==> src/rtl/imem_boot_pkg.sv <==
`default_nettype none
// ============================================================================
//  Module   : imem_boot_pkg
//  Brief    : Shared state encoding and address constants for imem_boot_ctrl.
//  Revision : 1.0
// ============================================================================
package imem_boot_pkg;

  typedef enum logic [1:0] {
    ST_LOAD  = 2'd0,
    ST_FLUSH = 2'd1,
    ST_RUN   = 2'd2,
    ST_ERROR = 2'd3
  } boot_state_e;

  localparam int unsigned WORD_SHIFT = 2;

  function automatic int unsigned cnt_width(input int unsigned depth);
    return $clog2(depth + 1);
  endfunction

endpackage : imem_boot_pkg
`default_nettype wire

==> src/rtl/imem_boot_if.sv <==
`default_nettype none
// ============================================================================
//  Module   : imem_boot_if
//  Brief    : Loader word stream (valid/ready) between program source and
//             the boot controller.
//  Revision : 1.0
// ============================================================================
interface imem_boot_if #(
  parameter int DATA_WIDTH = 32
) ();

  logic                  LdValid;
  logic [DATA_WIDTH-1:0] LdData;
  logic                  LdLast;
  logic                  LdReady;

  modport master (
    output LdValid,
    output LdData,
    output LdLast,
    input  LdReady
  );

  modport slave (
    input  LdValid,
    input  LdData,
    input  LdLast,
    output LdReady
  );

endinterface : imem_boot_if
`default_nettype wire

==> src/rtl/imem_boot_checksum.sv <==
`default_nettype none
// ============================================================================
//  Module   : imem_boot_checksum
//  Brief    : XOR accumulator over accepted loader words; used only when
//             IMEM_BOOT_CHECKSUM_EN is defined.
//  Revision : 1.0
// ============================================================================
module imem_boot_checksum #(
  parameter int WIDTH = 32
) (
  input  wire logic             CLK,
  input  wire logic             RST,
  input  wire logic             clr_i,
  input  wire logic             en_i,
  input  wire logic [WIDTH-1:0] din_i,
  output logic      [WIDTH-1:0] acc_o
);

  logic [WIDTH-1:0] acc_q;

  always_ff @(posedge CLK or negedge RST) begin
    if (!RST) begin
      acc_q <= '0;
    end else if (clr_i) begin
      acc_q <= '0;
    end else if (en_i) begin
      acc_q <= acc_q ^ din_i;
    end
  end

  assign acc_o = acc_q;

endmodule : imem_boot_checksum
`default_nettype wire

==> src/rtl/imem_boot_ctrl.sv <==
`default_nettype none
// ============================================================================
//  Module   : imem_boot_ctrl
//  Brief    : Loads a program into instruction memory, then clears the PC and
//             releases fetch. Optional checksum via IMEM_BOOT_CHECKSUM_EN.
//  Revision : 1.0
// ============================================================================
module imem_boot_ctrl
  import imem_boot_pkg::*;
#(
  parameter int ADDR_WIDTH = 32,
  parameter int DATA_WIDTH = 32,
  parameter int DEPTH      = 100
) (
  input  wire logic                  CLK,
  input  wire logic                  RST,
  imem_boot_if.slave                 ld,
  input  wire logic                  BootReq,
  input  wire logic                  FetchStallReq,
  output logic                       PCEnF,
  output logic                       PCResetF,
  output logic                       IMemWE,
  output logic      [ADDR_WIDTH-1:0] IMemWA,
  output logic      [DATA_WIDTH-1:0] IMemWD,
  output logic                       BootDone,
`ifdef IMEM_BOOT_CHECKSUM_EN
  input  wire logic [DATA_WIDTH-1:0] ExpChecksum,
  output logic      [DATA_WIDTH-1:0] LdChecksum,
`endif
  output logic                       LdError
);

  localparam int CNT_W = cnt_width(DEPTH);
  localparam logic [CNT_W-1:0] CNT_FULL = CNT_W'(DEPTH);

  boot_state_e           state_q;
  logic [CNT_W-1:0]      wcnt_q;
  logic                  we_q;
  logic [ADDR_WIDTH-1:0] wa_q;
  logic [DATA_WIDTH-1:0] wd_q;

  logic                  ld_ready_w;
  logic                  take_w;
  logic                  full_w;
  logic                  write_w;
  logic                  overflow_w;
  logic                  sum_ok_w;
  logic [ADDR_WIDTH-1:0] wa_d;

  assign ld_ready_w = (state_q == ST_LOAD) && !BootReq;
  assign take_w     = ld.LdValid && ld_ready_w;
  assign full_w     = (wcnt_q == CNT_FULL);
  assign write_w    = take_w && !full_w;
  assign overflow_w = take_w && full_w;
  assign wa_d       = ADDR_WIDTH'(wcnt_q) << WORD_SHIFT;

`ifdef IMEM_BOOT_CHECKSUM_EN
  logic [DATA_WIDTH-1:0] cks_w;

  // BootReq is the only way into LOAD after reset, so it doubles as the clear.
  imem_boot_checksum #(
    .WIDTH (DATA_WIDTH)
  ) u_checksum (
    .CLK   (CLK),
    .RST   (RST),
    .clr_i (BootReq),
    .en_i  (write_w),
    .din_i (ld.LdData),
    .acc_o (cks_w)
  );

  assign sum_ok_w   = ((cks_w ^ ld.LdData) == ExpChecksum);
  assign LdChecksum = cks_w;
`else
  assign sum_ok_w   = 1'b1;
`endif

  always_ff @(posedge CLK or negedge RST) begin
    if (!RST) begin
      state_q <= ST_LOAD;
      wcnt_q  <= '0;
      we_q    <= 1'b0;
      wa_q    <= '0;
      wd_q    <= '0;
    end else begin
      we_q <= write_w;
      if (write_w) begin
        wa_q <= wa_d;
        wd_q <= ld.LdData;
      end

      if (BootReq) begin
        state_q <= ST_LOAD;
        wcnt_q  <= '0;
      end else begin
        unique case (state_q)
          ST_LOAD: begin
            if (overflow_w) begin
              state_q <= ST_ERROR;
            end else if (write_w) begin
              wcnt_q <= wcnt_q + 1'b1;
              // A failed checksum still lets the last word land in memory.
              if (ld.LdLast) begin
                state_q <= sum_ok_w ? ST_FLUSH : ST_ERROR;
              end
            end
          end
          ST_FLUSH: state_q <= ST_RUN;
          ST_RUN:   state_q <= ST_RUN;
          ST_ERROR: state_q <= ST_ERROR;
          default:  state_q <= ST_LOAD;
        endcase
      end
    end
  end

  assign ld.LdReady = ld_ready_w;
  assign PCResetF   = (state_q == ST_FLUSH);
  assign PCEnF      = (state_q == ST_FLUSH) || ((state_q == ST_RUN) && !FetchStallReq);
  assign BootDone   = (state_q == ST_RUN);
  assign LdError    = (state_q == ST_ERROR);
  assign IMemWE     = we_q;
  assign IMemWA     = wa_q;
  assign IMemWD     = wd_q;

endmodule : imem_boot_ctrl
`default_nettype wire

==> src/flat_wrapper.sv <==
// flat-port wrapper written by rule: the top's interface ports become plain ports
module imem_boot_ctrl_flat import imem_boot_pkg::*;
#(
  parameter int ADDR_WIDTH = 32,
  parameter int DATA_WIDTH = 32,
  parameter int DEPTH      = 100
)
  (CLK, RST, BootReq, FetchStallReq, PCEnF, PCResetF, IMemWE, IMemWA, IMemWD, BootDone, LdError, ld_LdValid, ld_LdData, ld_LdLast, ld_LdReady);
  imem_boot_if #(.DATA_WIDTH(DATA_WIDTH)) ld_i ();
  input  wire logic CLK;
  input  wire logic RST;
  input  wire logic BootReq;
  input  wire logic FetchStallReq;
  output logic PCEnF;
  output logic PCResetF;
  output logic IMemWE;
  output logic      [ADDR_WIDTH-1:0] IMemWA;
  output logic      [DATA_WIDTH-1:0] IMemWD;
  output logic BootDone;
  output logic LdError;
  input wire logic [$bits(ld_i.LdValid)-1:0] ld_LdValid;
  input wire logic [$bits(ld_i.LdData)-1:0] ld_LdData;
  input wire logic [$bits(ld_i.LdLast)-1:0] ld_LdLast;
  output wire logic [$bits(ld_i.LdReady)-1:0] ld_LdReady;
  assign ld_i.LdValid = ld_LdValid;
  assign ld_i.LdData = ld_LdData;
  assign ld_i.LdLast = ld_LdLast;
  assign ld_LdReady = ld_i.LdReady;
  imem_boot_ctrl #(.ADDR_WIDTH(ADDR_WIDTH), .DATA_WIDTH(DATA_WIDTH), .DEPTH(DEPTH)) u_core (.CLK(CLK), .RST(RST), .ld(ld_i), .BootReq(BootReq), .FetchStallReq(FetchStallReq), .PCEnF(PCEnF), .PCResetF(PCResetF), .IMemWE(IMemWE), .IMemWA(IMemWA), .IMemWD(IMemWD), .BootDone(BootDone), .LdError(LdError));
endmodule
==> config.mk <==
export PLATFORM = sky130hd
export DESIGN_NAME = imem_boot_ctrl_flat
export DESIGN_NICKNAME = d
export VERILOG_FILES = /design/src/rtl/imem_boot_pkg.sv /design/src/rtl/imem_boot_if.sv /design/src/rtl/imem_boot_checksum.sv /design/src/rtl/imem_boot_ctrl.sv /design/src/flat_wrapper.sv
export SDC_FILE = /design/constraint.sdc
export NUM_CORES = 1
export LEC_CHECK = 0
export ABC_CLOCK_PERIOD_IN_PS = 1990
export BUFFER_PORTS_ARGS = -buffer_cell sky130_fd_sc_hd__buf_2
export CAP_MARGIN = 30
export CORE_UTILIZATION = 45
export CTS_BUF_LIST = sky130_fd_sc_hd__clkbuf_8
export DETAILED_ROUTE_END_ITERATION = 10
export HOLD_SLACK_MARGIN = 0.08
export PLACE_DENSITY = 0.86
export SYNTH_ARGS = -nofsm -noshare
export SYNTH_HDL_FRONTEND = slang
export SYNTH_HIERARCHICAL = 1
export SYNTH_SLANG_ARGS = --single-unit
==> constraint.sdc <==
create_clock -name CLK -period 1.99 [get_ports CLK]
set_clock_uncertainty 0.2 [all_clocks]
set_input_delay 0.398 -clock CLK [delete_from_list [all_inputs] [get_ports CLK]]
set_output_delay 0.398 -clock CLK [all_outputs]
set_load 0.005 [all_outputs]
======== After elaboration in Yosys (flattened, before gate mapping) ========
Index checks and enable logic that the tools add are counted.
cells by class
  equal/unequal tests ..................... 7
  add/subtract/negate cells ............... 1
  multiplexer cells ....................... 9
  reductions and logical operators ........ 15
operators by type and width
  kind                                                                     count
  7-bit 2-to-1 mux                                                         4
  2-bit 2-to-1 mux                                                         4
  7-bit by 1-bit adder with 7-bit output, second input constant            1
  7-bit == test, second input constant                                     1
  2-bit one-hot mux with 3 select lines                                    1
  1-bit logical AND                                                        5
  2-bit == test, second input constant                                     2
  4-bit by 2-bit inequality test with 1-bit output, second input constant  1
  4-bit by 3-bit inequality test with 1-bit output, second input constant  1
  2-bit nonzero test                                                       2
  1-bit zero test                                                          3
  3-bit AND reduction                                                      1
  2-bit by 1-bit == test with 1-bit output, second input constant          1
  2-bit zero test                                                          1
  2-bit inequality test, second input constant                             1
  2-bit AND reduction                                                      1
  2-bit OR reduction                                                       1
  1-bit logical OR                                                         1
word-level totals
  output and inout bits ................... 70
  word-level logic and storage cells ...... 37
  flip-flop bits (word level) ............. 49

======== Longest topological paths before layout ========
  depth after elaboration ................. 8
  gate-level depth with buffers ........... 6

======== Worst setup path before layout ========
No wires, ideal clock.
  path kind ............................... register to register
  start ................................... register u_core.wcnt_q[0]
  end ..................................... register u_core.wa_q[2], in the netlist u_core/IMemWA[2]
  path slack .............................. 0.176 ns
  library setup time ...................... 0.125 ns
  cell stages (with the launch flop) ...... 7
  data arrival time ....................... 1.489 ns
  cell sequence ........................... dfrtp_1 > inv_1 > ha_1 > nand2_1 > o21ai_4 > buf_6 > mux2_2
between the ends
  longest elaborated chain between the ends .. 3
RTL lines
  item                      RTL line               RTL
  start: declaration        imem_boot_ctrl.sv:37   logic [CNT_W-1:0] wcnt_q;
  start signal: assignment  imem_boot_ctrl.sv:101  wcnt_q <= wcnt_q + 1'b1;
  7-bit == test             imem_boot_ctrl.sv:52   assign full_w = (wcnt_q == CNT_FULL);
  1-bit zero test           imem_boot_ctrl.sv:53   assign write_w = take_w && !full_w;
  1-bit logical AND         imem_boot_ctrl.sv:53
  end signal: assignment    imem_boot_ctrl.sv:88   wa_q <= wa_d;
  end: declaration          imem_boot_ctrl.sv:39   logic [ADDR_WIDTH-1:0] wa_q;
Several ways; a longest one is shown, not always the timed one.
A chain may end at the register's enable or synchronous reset.

======== Final worst setup path ========
  start ................................... register u_core.wcnt_q[1]
  end ..................................... register u_core.wa_q[6], in the netlist u_core/IMemWA[6]
between the ends
  longest elaborated chain between the ends .. 3
RTL lines
  item               RTL line
  7-bit == test      imem_boot_ctrl.sv:52
  1-bit zero test    imem_boot_ctrl.sv:53
  1-bit logical AND  imem_boot_ctrl.sv:53
No other way between the ends.

==> reports/qor.yml <==
synth_cell_types: 28
fin_nets: 315
leakage_nw: 1.51
setup_viol: 0
grt_pass1_vias: 1397
io_buffers: 82
syn-instance-count: 175
period_share_pct: 96.2
fin_area_sq_um: 2900
cp-start-kind: "flop"
cp.arrival_ns: 1.90
drive_above_1_share_pct: 53.3
synth-main-ff-cell: "dfrtp_1"
area_growth_pct: 25.6
start_util_pct: 47.9
crit_fanout: 12
status: "completed"
die-height_um: 73.6
cts.sinks: 49
dr.pass1.iters: 4
worstSkewPairLatency_ns: 0.29
whs_endpoint: "u_core/IMemWD[30]$_DFFE_PN0P_"
synth-seq-area-share_pct: 53.1
rsz0062_at_grt: "no"
relSlewSlack_pct: 65.6
root_buffer: "clkbuf_8"
grt_pass1_wl_um: 6130
synth_edf_count: 0
die_w_um: 73.6
min_path_cells: 2
holdCritPathClass: "input port to flop"
setup_ws_ns: 0.0753
fmax_mhz: 522
wl_um: 3930
fin_crit_ns: 1.91
mostFrequentLayoutCells: "buf_2 (82), dfrtp_1 (49), mux2_2 (39)"
globalplace.congestion: 0.761
die_area_sq_um: 5420
synth.cell_area_sq_um: 2310
place_hpwl_um: 2930
insertedDiodeCount: 0
hold_viol: 0
r2r_cells: 6
wire_per_inst_um: 11.7
yosys_warnings: 6
slew_viol_final: 0
drtIter0Drc: 38
r2r_start: "u_core/wcnt_q[1]$_DFFE_PN0P_"
ir_drop_v: 0.000709
p_per_area_nw_per_um2: 1200
max_slew.worst_pin.slew_ns: 0.515
nFillCells: 402
layout_commonest_cell: "buf_2"
ant_nets: 0
htreeDepth: 2
final_core_util_pct: 60.2
ff_latch_area_sq_um: 1230
multi_input_area_sq_um: 912
gr-total-overflow: 0
critPathKind: "flop to flop"
cts_tree: "yes"
drc: 0
io_pins: 108
post-place-ws_ns: 0.0521
cts_buffers: 5
rrSetupSlack_ns: 0.08
end_kind: "flop"
cp.required_ns: 1.97
antenna_found_initial: 0
via_per_inst: 4.58
cts_buffer_depth: 2
finalSetupTns_ns: 0
rr_endpoint: "u_core/IMemWA[6]$_DFFE_PN0P_"
grt_use_total_pct: 14.9
hold_slack_ns: 0.127
grt_max_degree: 28
coreArea_sq_um: 4820
async_flop_share_pct: 100
avgSynthCellArea_sq_um: 13.2
synth-seq-cells: 49
timing.max_cap.violations: 0
hp-start: "ld_LdData[30]"
place_area_sq_um: 2760
clk_pin_slew_worst_paths_ns: 0.09
core.rowCount: 25
vias: 1544
==> registers in the layout (all words and copies together) (netlist names) <==
register	cells
u_core/wcnt_q	7
u_core/IMemWA	7
u_core/IMemWD	32
u_core/IMemWE	1
u_core/state_q	2
==> worst max-delay path by stage <==
stage                             startpoint                      endpoint  cells past startpoint
2_1_floorplan   u_core/wcnt_q[0]$_DFFE_PN0P_  u_core/IMemWA[2]$_DFFE_PN0P_                      6
3_3_place_gp   u_core/state_q[1]$_DFFE_PN0P_  u_core/IMemWD[7]$_DFFE_PN0P_                      6
3_5_place_dp   u_core/state_q[1]$_DFFE_PN0P_  u_core/wcnt_q[4]$_DFFE_PN0P_                      6
4_1_cts        u_core/state_q[1]$_DFFE_PN0P_                    ld_LdReady                      4
5_1_grt        u_core/state_q[0]$_DFFE_PN0P_  u_core/wcnt_q[4]$_DFFE_PN0P_                      6
6_report        u_core/wcnt_q[1]$_DFFE_PN0P_  u_core/IMemWA[6]$_DFFE_PN0P_                      6
==> area by class of cell <==
type / instances / share of cell area (%)
Inverter: 8 / 1.04
Clock buffer: 6 / 2.85
Timing Repair Buffer: 94 / 19.2
Tap cell: 67 / 2.89
Sequential cell: 49 / 42.3
Multi-Input combinational cell: 112 / 31.4
Clock inverter: 1 / 0.259
==> power by group <==
group	leakage (nW)	switching [mW]	internal [mW]
Combinational	0.858	0.533	0.786
Sequential	0.606	0.186	1.40
Clock	0.0433	0.300	0.275
Total	1.51	1.02	2.46
==> cell families after synthesis <==
kind of cell / after synthesis / synth area share [%]
other: 1 / 0.162
multiplexers: 42 / 20.3
flip-flops: 49 / 53.1
adder cells (fa/ha/maj): 7 / 3.79
AND/OR/NAND/NOR: 23 / 6.45
buffers and inverters: 38 / 11.5
AO/OA/AOI/OAI: 15 / 4.66
==> synthesized netlist by cell type, types with 2 or more instances <==
| library cell | instances | area share [%] |
|---|---|---|
| a21oi_1 | 5 | 1.1 |
| buf_4 | 25 | 8.1 |
| buf_6 | 4 | 2.0 |
| dfrtp_1 | 49 | 53 |
| ha_1 | 7 | 3.8 |
| inv_1 | 8 | 1.3 |
| mux2_2 | 39 | 19 |
| mux2i_1 | 3 | 1.3 |
| nand2_1 | 4 | 0.65 |
| nand2b_1 | 2 | 0.54 |
| nand3_1 | 3 | 0.65 |
| nor2_1 | 4 | 0.65 |
| o211ai_1 | 4 | 1.3 |
| o31ai_1 | 2 | 0.65 |
| or3_1 | 2 | 0.54 |
| or4_1 | 2 | 0.65 |
==> per-layer routing <==
layer  global-route usage [%]  share of wire [%]  routed length, um  up-vias
li1                         -                  -                  -      736
met1                     18.3                 42               1670      735
met2                     25.7                 51               1990       71
met3                     4.53                6.5                256        2
met4                     3.21               0.38                 15        0
met5                        0                  0                  0        -
==> worst max-delay path: stages, from the launching register on <==
cell       delay [ns]
dfrtp_1          0.39
inv_1            0.08
ha_1             0.21
nand2_2          0.11
o21ai_4          0.27
clkbuf_16        0.23
mux2_2           0.33
==> through the flow <==
stage	power [mW]	std cells
2_1_floorplan	2.32	199
3_3_place_gp	2.84	326
3_5_place_dp	2.90	326
4_1_cts	3.49	334
5_1_grt	3.74	337
6_report	3.48	337
==> what timing repair did <==
action | CTS | global route
endpoints found under the hold margin | 22 | 0
hold buffers | 1 | 0
setup buffers | 0 | 2
setup endpoints to repair | 0 | 27
resized for setup | 0 | 3
(Power assumes the default switching activity.)
